[src/rtl/lfsr_sng_et.sv]
// Multi-channel LFSR stochastic number generator with start/stop handshake,
// programmable stream length, early termination and per-channel ones counts.
module lfsr_sng_et #(
    parameter int                WIDTH       = 8,
    parameter logic [WIDTH-1:0]  LFSR_POLY   = WIDTH'(8'h1D),  // x^8+x^4+x^3+x^2+1, MSB implied
    parameter int                NUM_INPUTS  = 4,
    parameter int                CORR_MODE   = 0,
    parameter int                SEED_BASE   = 1,
    parameter int                SEED_STRIDE = 37
) (
    input  logic                                clk,
    input  logic                                rst_n,
    input  logic                                start,
    input  logic [WIDTH:0]                      len,
    input  logic [NUM_INPUTS-1:0][WIDTH-1:0]    Bxs,
    input  logic                                stop,
    output logic [NUM_INPUTS-1:0]               Xs,
    output logic                                valid,
    output logic                                busy,
    output logic                                done,
    output logic [WIDTH:0]                      count,
    output logic [NUM_INPUTS-1:0][WIDTH:0]      ones,
    output logic [1:0]                          dbg_state
);

    // Handshake: start is accepted only in IDLE (busy=0); stop is honoured only
    // in RUN. Xs is meaningful exactly when valid=1; done marks the one DONE cycle.

    localparam int NUM_LFSR = (CORR_MODE != 0) ? 1 : NUM_INPUTS;

    typedef enum logic [1:0] {
        S_IDLE = 2'd0,
        S_RUN  = 2'd1,
        S_DONE = 2'd2
    } state_t;

    function automatic logic [WIDTH-1:0] seed_of(input int i);
        return WIDTH'(SEED_BASE + i * SEED_STRIDE);
    endfunction

    // Galois step with a single zero data bit: feedback is just the MSB.
    function automatic logic [WIDTH-1:0] lfsr_step(input logic [WIDTH-1:0] s);
        return {s[WIDTH-2:0], 1'b0} ^ (s[WIDTH-1] ? LFSR_POLY : '0);
    endfunction

    for (genvar g = 0; g < NUM_LFSR; g++) begin : g_seed_chk
        if (seed_of(g) == '0) begin : g_zero_seed
            $error("lfsr_sng_et: an LFSR seed evaluates to zero");
        end
    end

    state_t                             state_q, state_d;
    logic [NUM_LFSR-1:0][WIDTH-1:0]     lfsr_q;
    logic [NUM_LFSR-1:0][WIDTH-1:0]     lfsr_nxt;
    logic [NUM_INPUTS-1:0][WIDTH-1:0]   bx_q;
    logic [WIDTH:0]                     len_q;
    logic [WIDTH:0]                     count_inc;
    logic [NUM_INPUTS-1:0]              xs_nxt;
    logic                               accept;
    logic                               emit;

    for (genvar g = 0; g < NUM_LFSR; g++) begin : g_step
        assign lfsr_nxt[g] = lfsr_step(lfsr_q[g]);
    end

    for (genvar i = 0; i < NUM_INPUTS; i++) begin : g_ch
        if (CORR_MODE != 0) begin : g_shared
            assign xs_nxt[i] = lfsr_nxt[0] < bx_q[i];
        end else begin : g_own
            assign xs_nxt[i] = lfsr_nxt[i] < bx_q[i];
        end
    end

    assign accept    = (state_q == S_IDLE) && start;
    assign emit      = (state_q == S_RUN) && !stop;
    assign count_inc = count + 1'b1;

    always_comb begin
        state_d = state_q;
        case (state_q)
            S_IDLE: if (start) state_d = (len == '0) ? S_DONE : S_RUN;
            S_RUN: begin
                if (stop)                    state_d = S_DONE;
                else if (count_inc == len_q) state_d = S_DONE;
            end
            S_DONE:  state_d = S_IDLE;
            default: state_d = S_IDLE;
        endcase
    end

    always_ff @(posedge clk or negedge rst_n) begin
        if (!rst_n) state_q <= S_IDLE;
        else        state_q <= state_d;
    end

    always_ff @(posedge clk or negedge rst_n) begin
        if (!rst_n) begin
            for (int g = 0; g < NUM_LFSR; g++) lfsr_q[g] <= seed_of(g);
            bx_q  <= '0;
            len_q <= '0;
            Xs    <= '0;
            valid <= 1'b0;
            count <= '0;
            ones  <= '0;
        end else if (accept) begin
            for (int g = 0; g < NUM_LFSR; g++) lfsr_q[g] <= seed_of(g);
            bx_q  <= Bxs;
            len_q <= len;
            valid <= 1'b0;
            count <= '0;
            ones  <= '0;
        end else if (emit) begin
            lfsr_q <= lfsr_nxt;
            Xs     <= xs_nxt;
            valid  <= 1'b1;
            count  <= count_inc;
            for (int i = 0; i < NUM_INPUTS; i++)
                ones[i] <= ones[i] + (WIDTH+1)'(xs_nxt[i]);
        end else begin
            // A stopped RUN cycle, DONE, or an idle cycle: nothing emitted.
            valid <= 1'b0;
        end
    end

    assign busy      = (state_q != S_IDLE);
    assign done      = (state_q == S_DONE);
    assign dbg_state = state_q;

endmodule

[config.mk]
export PLATFORM = sky130hd
export DESIGN_NAME = lfsr_sng_et
export DESIGN_NICKNAME = d
export VERILOG_FILES = /design/src/rtl/lfsr_sng_et.sv
export SDC_FILE = /design/constraint.sdc
export NUM_CORES = 1
export LEC_CHECK = 0
export CORE_ASPECT_RATIO = 0.9
export CORE_UTILIZATION = 50
export CTS_BUF_LIST = sky130_fd_sc_hd__clkbuf_4 sky130_fd_sc_hd__clkbuf_8
export CTS_CLUSTER_DIAMETER = 80
export DETAILED_ROUTE_END_ITERATION = 8
export PLACE_DENSITY = 0.78
export SYNTH_ARGS = -nofsm -noshare
export SYNTH_HDL_FRONTEND = slang
export SYNTH_SLANG_ARGS = --single-unit
export TNS_END_PERCENT = 20
[constraint.sdc]
create_clock -name clk -period 2.5 [get_ports clk]
set_clock_uncertainty 0.15 [all_clocks]
set_input_delay 0.5 -clock clk [delete_from_list [all_inputs] [get_ports clk]]
set_output_delay 0.5 -clock clk [all_outputs]
set_load 0.02 [all_outputs]
* Word-level counts from Yosys, hierarchy flattened *
Cells that the tools add are included.
W data, S select, Z words.

cells by class
  add/subtract/negate cells = 5
  order comparisons = 4
  equality and inequality tests = 5
  mux-type cells = 17
  bitwise gates (word level) = 5
  reduce and logical (&&, ||, !) cells = 9

operator list
  kind                   number
  $mux W36               2
  $mux W32               2
  $add A9 B1 Y9          4
  $lt A8 B8 Y1           4
  $xor A8 B5 Y8          4
  $mux W5                4
  $mux W9                2
  $add A9 B1 Y9 const B  1
  $eq A9 B9 Y1           1
  $logic_not A9 Y1       1
  $mux W2                4
  $pmux W2 S2            1
  $reduce_and A2 Y1      2
  $reduce_bool A2 Y1     2
  $ne A3 B2 Y1 const B   1
  $eq A2 B1 Y1 const B   1
  $eq A2 B2 Y1 const B   1
  $logic_and A1 B1 Y1    2
  $logic_not A2 Y1       1
  $mux W1                2
  $ne A2 B2 Y1 const B   1
  $logic_not A1 Y1       1
  $not A1 Y1             1

word-level totals
  register bits after elaboration = 125
  input bits = 45
  output and inout port bits = 54
  logic and storage cells = 62

* Depth between registers and ports, before layout *
  depth after elaboration = 6
  gate-level depth with buffers = 13
  mapped depth without buffers = 13

* Worst setup path after synthesis *
OpenSTA, ideal clock, no wires.

  path type = register to register
  start = reg lfsr_q[15] in the netlist's numbering
  end = reg ones[17] in the netlist's numbering
  library setup time = 0.132 ns
  arrival = 2.394 ns
  data required time = 2.218 ns
  slack = -0.176 ns
  stages on the path, launching flop included = 14
  path buffers = 1
  clock period less this slack = 2.676 ns
  path through = dfrtp_1 -> clkbuf_1 -> xor2_1 -> ha_1 -> a21o_1 -> a21oi_1 -> o21ai_0 -> a21oi_1 -> ha_1 -> and3_1 -> and4_1 -> nand4_1 -> xor2_1 -> nor2_1

between the ends
  cells in the longest elaborated chain, start to end = 6

RTL lines
  what                             line  text
  from (decl)                      53    logic [NUM_LFSR-1:0][WIDTH-1:0] lfsr_q;
  from (signal assigned)           113   lfsr_q <= lfsr_nxt;
  $mux W5                          43    return {s[WIDTH-2:0], 1'b0} ^ (s[WIDTH-1] ? LFSR_POLY : '0);
  $xor A8 B5 Y8                    43
  $lt A8 B8 Y1                     70    assign xs_nxt[i] = lfsr_nxt[i] < bx_q[i];
  net xs_nxt[1]                    58    logic [NUM_INPUTS-1:0] xs_nxt;
  $add A9 B1 Y9                    118   ones[i] <= ones[i] + (WIDTH+1)'(xs_nxt[i]);
  $mux W36                         112   end else if (emit) begin
  $mux W36                         105   end else if (accept) begin
  to (signal, indexed assignment)  118
  to (decl)                        22    output logic [NUM_INPUTS-1:0][WIDTH:0] ones,

The timed path passes the listed nets, and every way through them passes these cells. The select of a mux whose other input is x is not followed.
A chain may end at the register's enable or synchronous reset.

* Worst setup path in the final report *
  start = reg lfsr_q[9] in the netlist's numbering
  end = reg ones[17] in the netlist's numbering

between the ends
  cells in the longest elaborated chain, start to end = 5

RTL lines
  what           line
  $xor A8 B5 Y8  43
  $lt A8 B8 Y1   70
  net xs_nxt[1]  58
  $add A9 B1 Y9  118
  $mux W36       112
  $mux W36       105

The timed path passes the listed nets, and every way through them passes these cells. The select of a mux whose other input is x is not followed.

==> results.yml <==
clocking:
  clk_pin_slew_ns: 0.07
  cts_buffers: 17
  cts_root_buf: "clkbuf_8"
  clk_latency_ns: 0.44
  cts_tree: "yes"
  cts.sinks: 125
  cts_max_level: 4
  clockBufferDepth: 2
global_route:
  grt_max_degree: 121
  grt_remaining_overflow: 0
  grt.total_usage_pct: 24.0
  antenna_found_initial: 0
  grt_pass1_vias: 5041
  grt_pass1_wl_um: 23700
yosys:
  syn-num-nets: 723
  synth-seq-cells: 125
  synth_flop_cell: "dfrtp_1"
  postSynthCellCount: 641
  ys_seq_area_share_pct: 51.3
  synth.distinct_cells: 42
  synth_edf_count: 0
  avgSynthCellArea_sq_um: 9.56
  ys_warn_count: 0
  netlist_area_sq_mm: 0.00613
  ys_async_sr_fraction_pct: 100
job:
  drv_cap: 0
timing:
  rsz0062_at_grt: "true"
  slew_viol_final: 0
  finalCritPeriodShare_pct: 117
  final-hold-violation-count: 0
  slew_headroom_pct: 16.7
  final-setup-viol-count: 20
  finalWorstSetupSlack_ns: -0.429
  min_period_ns: 2.93
  fin_hold_ws_ns: 0.337
  worst_slew_pin_slew_ns: 1.25
  fmax_mhz: 341
power_and_ir_drop:
  power_density_mw_per_mm2: 1110
  ir_drop_v: 0.000580
  switching_share_pct: 38.3
  p_int_w: 0.00549
  clockPowerShare_pct: 20.0
  power_frac_seq_pct: 35.5
  p_leak_nw: 3.70
  p_sw_w: 0.00341
  comb_power_share_pct: 44.5
drt:
  viasPerCell: 5.43
  wl_um: 14400
  drt_pass1_iterations: 5
  drtIter0Drc: 308
  drc: 0
  via_count: 5068
  wl_per_cell_um: 15.4
  detail-route-antenna-nets: 0
layout:
  multiInputGateArea_sq_mm: 0.00286
  syn_to_final_growth_pct: 31.1
  finalNetCount: 846
  register_area_sq_mm: 0.00314
  n_fill_cell: 932
  num_antenna_cells: 0
  drive_above_1_share_pct: 15.2
placement:
  port-buffer-count: 98
  pre_cts_slack_ns: -0.522
  place_hpwl_um: 9710
  gp_congestion: 0.825
setup_path:
  crit_type: "flop to flop"
  cp-start-kind: "flop"
  cp_max_fo: 3
  required_ns: 2.65
  cp-end-kind: "flop"
  r2r_cells: 12
  cp.arrival_ns: 3.08
die:
  dieHeight_um: 107
  die_w_um: 119
  core_area_sq_mm: 0.0117
  initial_core_util_pct: 52.5
  rows: 37
  io_pins: 99
  dieArea_sq_mm: 0.0127
status:
  run_status: "finished with violations"
  violations: "setup timing"
worst_hold_path:
  holdCritPathClass: "flop to flop"
  holdPathStages: 2
-- flip-flops by register name, summed over array words and instances (netlist names) --
signal / cells
Xs: 4
bx_q: 32
count: 9
dbg_state: 2
len_q: 9
lfsr_q: 32
ones: 36
valid: 1
-- cells in the mapped netlist (6+ instances only) --
| master | count | area (sq um) |
|---|---|---|
| a31oi_1 | 6 | 37.5 |
| clkbuf_1 | 24 | 90.1 |
| o22a_1 | 8 | 70.1 |
| a22o_1 | 11 | 96.3 |
| o21ai_0 | 48 | 240 |
| a21oi_1 | 27 | 135 |
| a21o_1 | 12 | 90.1 |
| xnor2_1 | 13 | 114 |
| inv_1 | 31 | 116 |
| nor3_1 | 7 | 35.0 |
| dfrtp_1 | 114 | 2850 |
| nand4_1 | 13 | 81.3 |
| nor2_1 | 57 | 214 |
| dfstp_2 | 11 | 289 |
| xor2_1 | 39 | 342 |
| ha_1 | 37 | 463 |
| and3_1 | 7 | 43.8 |
| nand2_1 | 118 | 443 |
| nand3_1 | 15 | 75.1 |
-- cells in the final DEF (no fill, tap or decap), drive strengths merged, types with 3 or more instances in the layout --
cell and n:
nand2 118, dfrtp 114, clkdlybuf4s50 97, nor2 57, o21ai 51, xor2 39, buf 38, ha 37
inv 32, a21oi 27, clkbuf 24, nand3 16, xnor2 13, nand4 13, a21o 12, a22o 11
dfstp 11, o22a 8, nor3 8, and3 7, a31oi 6, clkinv 6, nand2b 4, o31ai 4
or3 4, or4 3, and2 3
-- critical path, cell delays in order, from the launching register on --
cell     delay [ns]
dfstp_2        0.56
xor2_2         0.18
ha_1           0.28
a21o_1         0.21
a21oi_2        0.18
o21ai_2        0.08
a21oi_2        0.20
ha_2           0.20
and3_4         0.18
and4_4         0.23
nand4_1        0.13
xor2_1         0.15
nor2_1         0.05
-- routing by layer --
metal  up-vias  track usage, %  share of wire, %
met4         0            11.3               2.0
li1       2401               -                 -
met3        26            5.05               4.3
met5         -               0                 0
met1      2488            30.6                46
met2       153            39.3                48
-- worst paths after layout --
kind	startpoint	end	slack [ns]
setup / recovery	lfsr_q[9]	ones[17]	-0.43
hold / removal	bx_q[0]	bx_q[0]	0.34
setup reg to reg	lfsr_q[9]	ones[17]	-0.43
hold reg to reg	bx_q[0]	bx_q[0]	0.34
max in group asynchronous	rst_n	lfsr_q[10]	1.10
min in group asynchronous	rst_n	ones[22]	0.45
-- cell type report --
type | instances | share of cell area [%]
clock buffer | 24 | 3.80
clock inverter | 8 | 1.12
inverter | 32 | 1.50
multi-input combinational | 452 | 35.6
sequential | 125 | 39.1
tap | 156 | 2.43
timing repair buffer | 136 | 16.4
-- power by group through the flow --
stage / registers [W] / clock network [W] / logic [W]
finish: 0.00316 / 0.00178 / 0.00396
global route: 0.00323 / 0.00188 / 0.00438
CTS: 0.00315 / 0.00180 / 0.00389
detailed placement: 0.00316 / 0 / 0.00361
global placement: 0.00313 / 0 / 0.00340
floorplan: 0.00317 / 0 / 0.00223
-- kinds of logic (layout without fill, tap and decap cells) --
kind of cell	Yosys count	after routing	synth area share (%)
adder cells (fa/ha/maj)	37	37	7.56
AO/OA/AOI/OAI	123	123	12.3
flip-flops	125	125	51.3
XOR/XNOR	52	52	7.43
multiplexers	1	1	0.184
AND/OR/NAND/NOR	239	239	17.1
buffers and inverters	64	200	4.15
-- metrics by stage --
step	total power (W)	setup TNS [ns]	util, %	instances	cell area, sq um
final	0.00889	-3.13	68.8	933	8030
after global routing	0.00950	-5.79	68.8	933	8030
after CTS	0.00884	-2.08	68.4	932	7980
after detailed placement	0.00677	-6.12	63.9	894	7460
after global placement	0.00653	-3.69	63.9	894	7460
after floorplan	0.00540	-0.244	-	641	6140
-- timing repair --
item	CTS	global route
endpoints found under the hold margin	32	0
setup buffers	5	1
pin swaps	15	2
setup endpoints to repair	25	29
hold buffers	1	0
resized for setup	22	11
(Power assumes the default switching activity.)
